[src/rtl/match_pkg.sv]
// Shared types and default field geometry for the soccer match referee.
package match_pkg;

   typedef enum logic [2:0] {
      IDLE,
      RECENTER,
      PLAY,
      GOAL_PAUSE,
      GAME_OVER
   } match_state_t;

   localparam logic [1:0] WIN_NONE = 2'b00;
   localparam logic [1:0] WIN_P1   = 2'b01;
   localparam logic [1:0] WIN_P2   = 2'b10;
   localparam logic [1:0] WIN_DRAW = 2'b11;

   localparam int DEF_GOAL_TOP     = 190;
   localparam int DEF_GOAL_BOTTOM  = 290;
   localparam int DEF_LEFT_LINE    = 8;
   localparam int DEF_RIGHT_LINE   = 631;
   localparam int DEF_PAUSE_FRAMES = 120;
   localparam int DEF_WIN_SCORE    = 5;

   // Higher score wins; equal scores are a draw.
   function automatic logic [1:0] winner_of(input logic [3:0] p1, input logic [3:0] p2);
      if (p1 > p2)
         return WIN_P1;
      else if (p2 > p1)
         return WIN_P2;
      return WIN_DRAW;
   endfunction

endpackage

[src/rtl/pause_timer.sv]
// Loadable down-counter that stops at zero; used for frame-count pauses.
module pause_timer #(
   parameter int WIDTH = 7
) (
   input  logic             frame_clk,
   input  logic             Reset,
   input  logic             load,
   input  logic             enable,
   input  logic [WIDTH-1:0] count_in,
   output logic             zero
);

   logic [WIDTH-1:0] count;

   // NOTE: sequential state uses non-blocking assignments and an async reset in the sensitivity list.
   always_ff @(posedge frame_clk or posedge Reset) begin
      if (Reset)
         count <= '0;
      else if (load)
         count <= count_in;
      else if (enable && (count != '0))
         count <= count - WIDTH'(1);
   end

   assign zero = (count == '0);

endmodule

[src/rtl/match_controller.sv]
// Referee/score FSM for the two-player soccer game.
// Define MATCH_TIMER_EN to add the match clock (MATCH_SECONDS, time_left).
module match_controller
   import match_pkg::*;
#(
   parameter int GOAL_TOP     = DEF_GOAL_TOP,
   parameter int GOAL_BOTTOM  = DEF_GOAL_BOTTOM,
   parameter int LEFT_LINE    = DEF_LEFT_LINE,
   parameter int RIGHT_LINE   = DEF_RIGHT_LINE,
   parameter int PAUSE_FRAMES = DEF_PAUSE_FRAMES,
   parameter int WIN_SCORE    = DEF_WIN_SCORE
`ifdef MATCH_TIMER_EN
   , parameter int MATCH_SECONDS = 90
`endif
) (
   input  logic       frame_clk,
   input  logic       Reset,
   input  logic       start,
   input  logic [9:0] ballX,
   input  logic [9:0] ballY,
   input  logic [9:0] ballS,
   output logic       centerPlayer,
   output logic       freeze,
   output logic [3:0] score_p1,
   output logic [3:0] score_p2,
   output logic       goal_flash,
   output logic [1:0] winner,
   output logic       game_over
`ifdef MATCH_TIMER_EN
   , output logic [6:0] time_left
`endif
);

   localparam int PW = $clog2(PAUSE_FRAMES + 1);
   localparam logic [PW-1:0] PAUSE_LOAD = PW'(PAUSE_FRAMES - 1);
   localparam logic [9:0]    TOP_Y      = 10'(GOAL_TOP);
   localparam logic [9:0]    BOT_Y      = 10'(GOAL_BOTTOM);
   localparam logic [10:0]   LEFT_X     = 11'(LEFT_LINE);
   localparam logic [10:0]   RIGHT_X    = 11'(RIGHT_LINE);
   localparam logic [3:0]    WIN_S      = 4'(WIN_SCORE);

   match_state_t state, next_state;
   logic start_q;
   logic in_mouth, left_goal, right_goal;
   logic pause_load, pause_zero;
   logic inc_p1, inc_p2, clear_match, end_match;

   // 11-bit sums keep ball edges near 1023 from wrapping.
   assign in_mouth   = (ballY >= TOP_Y) && (ballY <= BOT_Y);
   assign left_goal  = in_mouth && ({1'b0, ballX} <= LEFT_X + {1'b0, ballS});
   assign right_goal = in_mouth && ({1'b0, ballX} + {1'b0, ballS} >= RIGHT_X);

   pause_timer #(.WIDTH(PW)) u_goal_pause (
      .frame_clk (frame_clk),
      .Reset     (Reset),
      .load      (pause_load),
      .enable    (state == GOAL_PAUSE),
      .count_in  (PAUSE_LOAD),
      .zero      (pause_zero)
   );

`ifdef MATCH_TIMER_EN
   logic sec_zero, sec_tick, timer_reload;

   // The clock restarts only for a fresh match, not after each goal.
   assign timer_reload = ((state == IDLE) && start) || clear_match;
   assign sec_tick     = (state == PLAY) && sec_zero;

   pause_timer #(.WIDTH(6)) u_sec_prescale (
      .frame_clk (frame_clk),
      .Reset     (Reset),
      .load      (timer_reload || sec_tick),
      .enable    (state == PLAY),
      .count_in  (6'd59),
      .zero      (sec_zero)
   );

   always_ff @(posedge frame_clk or posedge Reset) begin
      if (Reset)
         time_left <= 7'(MATCH_SECONDS);
      else if (timer_reload)
         time_left <= 7'(MATCH_SECONDS);
      else if (sec_tick && (time_left != 7'd0))
         time_left <= time_left - 7'd1;
   end
`endif

   always_ff @(posedge frame_clk or posedge Reset) begin
      if (Reset) begin
         state    <= IDLE;
         start_q  <= 1'b0;
         score_p1 <= 4'd0;
         score_p2 <= 4'd0;
         winner   <= WIN_NONE;
      end else begin
         state   <= next_state;
         start_q <= start;
         if (clear_match) begin
            score_p1 <= 4'd0;
            score_p2 <= 4'd0;
            winner   <= WIN_NONE;
         end else begin
            if (inc_p1 && (score_p1 < WIN_S))
               score_p1 <= score_p1 + 4'd1;
            if (inc_p2 && (score_p2 < WIN_S))
               score_p2 <= score_p2 + 4'd1;
            if (end_match)
               winner <= winner_of(score_p1, score_p2);
         end
      end
   end

   // NOTE: every signal written here gets a default first so no latch is inferred.
   always_comb begin
      next_state   = state;
      centerPlayer = 1'b0;
      freeze       = 1'b1;
      goal_flash   = 1'b0;
      game_over    = 1'b0;
      pause_load   = 1'b0;
      inc_p1       = 1'b0;
      inc_p2       = 1'b0;
      clear_match  = 1'b0;
      end_match    = 1'b0;
      case (state)
         IDLE: begin
            centerPlayer = 1'b1;
            if (start)
               next_state = RECENTER;
         end
         RECENTER: begin
            centerPlayer = 1'b1;
            next_state   = PLAY;
         end
         PLAY: begin
            freeze = 1'b0;
            if (left_goal) begin
               inc_p2     = 1'b1;
               pause_load = 1'b1;
               next_state = GOAL_PAUSE;
            end else if (right_goal) begin
               inc_p1     = 1'b1;
               pause_load = 1'b1;
               next_state = GOAL_PAUSE;
            end
`ifdef MATCH_TIMER_EN
            else if (time_left == 7'd0) begin
               end_match  = 1'b1;
               next_state = GAME_OVER;
            end
`endif
         end
         GOAL_PAUSE: begin
            goal_flash = 1'b1;
            if (pause_zero) begin
               if ((score_p1 == WIN_S) || (score_p2 == WIN_S)) begin
                  end_match  = 1'b1;
                  next_state = GAME_OVER;
               end else begin
                  next_state = RECENTER;
               end
            end
         end
         GAME_OVER: begin
            game_over = 1'b1;
            // Only a fresh press restarts; a key held since the final goal does not.
            if (start && !start_q) begin
               clear_match = 1'b1;
               next_state  = RECENTER;
            end
         end
         default: next_state = IDLE;
      endcase
   end

endmodule
[config.mk]
export PLATFORM = sky130hd
export DESIGN_NAME = match_controller
export DESIGN_NICKNAME = d
export VERILOG_FILES = /design/src/rtl/match_pkg.sv /design/src/rtl/pause_timer.sv /design/src/rtl/match_controller.sv
export SDC_FILE = /design/constraint.sdc
export NUM_CORES = 1
export LEC_CHECK = 0
export ABC_CLOCK_PERIOD_IN_PS = 1780
export CORE_MARGIN = 1.5
export CORE_UTILIZATION = 47
export CTS_BUF_LIST = sky130_fd_sc_hd__clkbuf_16
export CTS_CLUSTER_DIAMETER = 30
export DETAILED_ROUTE_END_ITERATION = 10
export GPL_ROUTABILITY_DRIVEN = 0
export GPL_TIMING_DRIVEN = 0
export PLACE_DENSITY = 0.77
export SLEW_MARGIN = 20
export SYNTH_ARGS = -nofsm -noshare
export SYNTH_HDL_FRONTEND = slang
export SYNTH_SLANG_ARGS = --single-unit
[constraint.sdc]
create_clock -name frame_clk -period 1.78 [get_ports frame_clk]
set_input_delay 0.267 -clock frame_clk [delete_from_list [all_inputs] [get_ports frame_clk]]
set_output_delay 0.267 -clock frame_clk [all_outputs]
set_load 0.01 [all_outputs]
==> flow_metrics.env <==
export IMPL_outcome="finished, violations left"
export IMPL_violations="setup timing"
export IMPL_post_route_min_period_ns=2.46
export IMPL_finalSetupViolations=16
export IMPL_fmax_ghz=0.406
export IMPL_finalHoldViolations=0
export IMPL_multi_input_area_sq_um=1950
export IMPL_path_clk_slew_ns=0.06
export IMPL_dieArea_sq_um=5240
export IMPL_setup_slack_ns=-0.681
export IMPL_synth_area_leaders="dfrtp_1, ha_1, nand2_1"
export IMPL_synth_top_area_share=0.232
export IMPL_max_stage_delay_ns=0.51
export IMPL_syn_nets=328
export IMPL_seq_area_sq_um=527
export IMPL_fillers=361
export IMPL_skew_ns=0.000858
export IMPL_period_share=1.38
export IMPL_synthFlopType="dfrtp_1"
export IMPL_arrival_ns=2.58
export IMPL_rr_worst_depth=8
export IMPL_detailedPlace_worstSlack_ns=-1.46
export IMPL_rsz0062_at_grt="true"
export IMPL_cp_data_required_time_ns=1.90
export IMPL_crit_path_frequent_cell="a21o_1"
export IMPL_ys_seq_area_frac=0.232
export IMPL_synth_top_family_by_area="simple AND/OR/NAND/NOR gates"
export IMPL_ant_nets=0
export IMPL_antenna_found_initial=0
export IMPL_htree_levels=1
export IMPL_endpoint_kind="register"
export IMPL_cp_endpoint="u_goal_pause.count[1]"
export IMPL_p_clk_frac=0.236
export IMPL_power_internal_mw=1.29
export IMPL_crit_chain="clkdlybuf4s50_1, ha_2, a21o_1, nor2_1, a32oi_2, a21o_1, a211o_1, o211ai_4, o211ai_1"
export IMPL_clock_sinks=21
export IMPL_wl_per_cell_microns=15.1
export IMPL_slowest_stage="clkdlybuf4s50_1"
export IMPL_synth_edf_count=0
export IMPL_core_sq_um=4690
export IMPL_drv_cap=0
export IMPL_dp_hpwl_microns=4040
export IMPL_clockBufferDepth=2
export IMPL_grt_pass1_wl_microns=9140
export IMPL_synth_distinct_cells=61
export IMPL_synth_seq_cells=21
export IMPL_power_frac_comb=0.421
export IMPL_avgSynthCellArea_sq_um=8.63
export IMPL_p_per_area_nw_per_um2=620
export IMPL_num_vias=2148
export IMPL_cts_tree="built"
export IMPL_drcViolationCount=0
export IMPL_r2r_start="state[1]"
export IMPL_port_buffers=46
export IMPL_total_power_mw=2.02
export IMPL_leakage_nw=1.36
export IMPL_die_y_microns=72.4
export IMPL_grt_usage=0.217
export IMPL_root_buffer="clkbuf_16"
export IMPL_area_delta_synth_final_pct=43.8
export IMPL_critPathLaunchType="input pin"
export IMPL_drt_pass1_iter_count=4
export IMPL_die_width_microns=72.4
export IMPL_start_util=0.482
export IMPL_drt_initial_drc_count=78
export IMPL_via_per_inst=5.71
export IMPL_rrSetupSlack_ns=-0.11
export IMPL_gr_total_overflow=0
export IMPL_slew_headroom=0.448
export IMPL_peakVddDrop_uv=359
export IMPL_antenna_cells=0
export IMPL_cts_inserted_buffers=3
export IMPL_critical_path_class="in2reg"
export IMPL_grt_pass1_vias=2110
export IMPL_synthMuxAreaShare=0.0221
export IMPL_cp_startpoint="ballX[7]"
export IMPL_hold_buffers=0
export IMPL_netlist_top_cells_count="ha_1, nand2_1, nor2_1"
export IMPL_grt_max_degree=22
export IMPL_p_switching_uw=725
export IMPL_syn_area_sq_um=2260
export IMPL_min_path_type="in2async"
export IMPL_power_frac_seq=0.342
export IMPL_drive_above_1_share=0.245
export IMPL_yosys_cell_count_top_type="ha_1"
export IMPL_tightest_slew_ns=0.827
export IMPL_sw_frac_of_total=0.359
export IMPL_clk_latency_ns=0.25
export IMPL_synth_compound_area_frac=0.216
export IMPL_synthArstFlopShare=1.00
export IMPL_num_rows=25
export IMPL_rr_endpoint="score_p2[2]"
export IMPL_slew_violations=0
export IMPL_postSynthCellCount=262
export IMPL_wirelength_microns=5690
export IMPL_numPlacedInstances=362
export IMPL_ys_warnings_count=0
export IMPL_layout_nets=389
export IMPL_synth_xor_area_share=0.0504
export IMPL_yosys_area_share_simple=0.247
export IMPL_finalNonFillerCells=376
export IMPL_synth_fa_ha_area_frac=0.186
export IMPL_crit_fanout=7
export IMPL_yosys_area_top_type="dfrtp_1"
export IMPL_io_pins=47
[critical path, delay by kind of cell]
family | cells | cell delay, ns
fa+ha+maj | 1 | 0.34
buf+inv | 1 | 0.51
simple gates | 1 | 0.14
compound gates | 6 | 1.32
[power groups by stage]
stage / Combinational (mW) / Sequential, mW / Clock (mW)
after floorplan: 0.539 / 0.650 / 0
after global placement: 0.718 / 0.664 / 0
after detailed placement: 0.737 / 0.671 / 0
after CTS: 0.802 / 0.663 / 0.491
after global routing: 0.940 / 0.703 / 0.505
final: 0.850 / 0.691 / 0.476
[final cells by class]
class	instances	area share
multi-input combinational	216	0.599
timing repair buffer	57	0.164
sequential	21	0.162
inverter	21	0.0242
clock buffer	3	0.0231
tap	54	0.0208
buffer	3	0.00616
clock inverter	1	0.00154
[metrics by stage]
stage	utilization	setup TNS, ns	hold WS [ns]	area [sq um]
after CTS	0.664	-9.54	0.510	3120
after global routing	0.693	-11.72	0.555	3250
final	0.693	-9.95	0.479	3250
after global placement	0.611	-20.79	0.490	2870
after floorplan	-	-7.25	0.244	2340
after detailed placement	0.611	-21.67	0.513	2870
[cell families (layout without fill, tap and decap cells)]
kind of cell | Yosys count | count (layout)
AND/OR/NAND/NOR | 102 | 102
flip-flops | 21 | 21
multiplexers | 5 | 5
adder cells (fa/ha/maj) | 33 | 33
buffers and inverters | 25 | 85
AO/OA/AOI/OAI | 63 | 63
XOR/XNOR | 13 | 13
[per-layer routing]
metal | vias up | share of wire | global-route usage
li1 | 1071 | - | -
met1 | 1026 | 0.43 | 0.256
met5 | - | 0 | 0
met2 | 41 | 0.52 | 0.412
met3 | 10 | 0.026 | 0.0278
met4 | 0 | 0.019 | 0.0545
[cell usage in the layout (no fill, tap or decap), types with 7 or more instances in the layout]
| cell | synthesis | routed |
|---|---|---|
| clkdlybuf4s50_1 | 0 | 29 |
| nor2_1 | 25 | 24 |
| nand2_1 | 25 | 24 |
| ha_1 | 32 | 24 |
| dfrtp_1 | 21 | 20 |
| inv_1 | 21 | 18 |
| buf_4 | 0 | 11 |
| dlygate4sd2_1 | 0 | 8 |
| o21ai_1 | 4 | 7 |
| a21oi_1 | 9 | 7 |
| xor2_1 | 8 | 7 |
| nor2b_1 | 8 | 7 |
[state kept, by name, indices dropped and copies added, names as in the netlist]
name and flops:
state 3, score_p2 4, score_p1 4, winner 2, start_q 1, u_goal_pause.count 7
[repair_timing]
| item | CTS | global route |
|---|---|---|
| endpoints found under the hold margin | 0 | 0 |
| setup buffers | 5 | 6 |
| resized for setup | 76 | 19 |
| setup endpoints to repair | 21 | 19 |
| pin swaps | 24 | 17 |
[how the worst min path moves through the flow]
stage,endpoint,slack (ns)
floorplan,score_p1[0],0.24
global placement,u_goal_pause.count[6],0.49
detailed placement,u_goal_pause.count[6],0.51
CTS,score_p2[3],0.51
global route,winner[0],0.56
finish,score_p2[3],0.48
No activity file was read; power rests on OpenSTA's default activity.
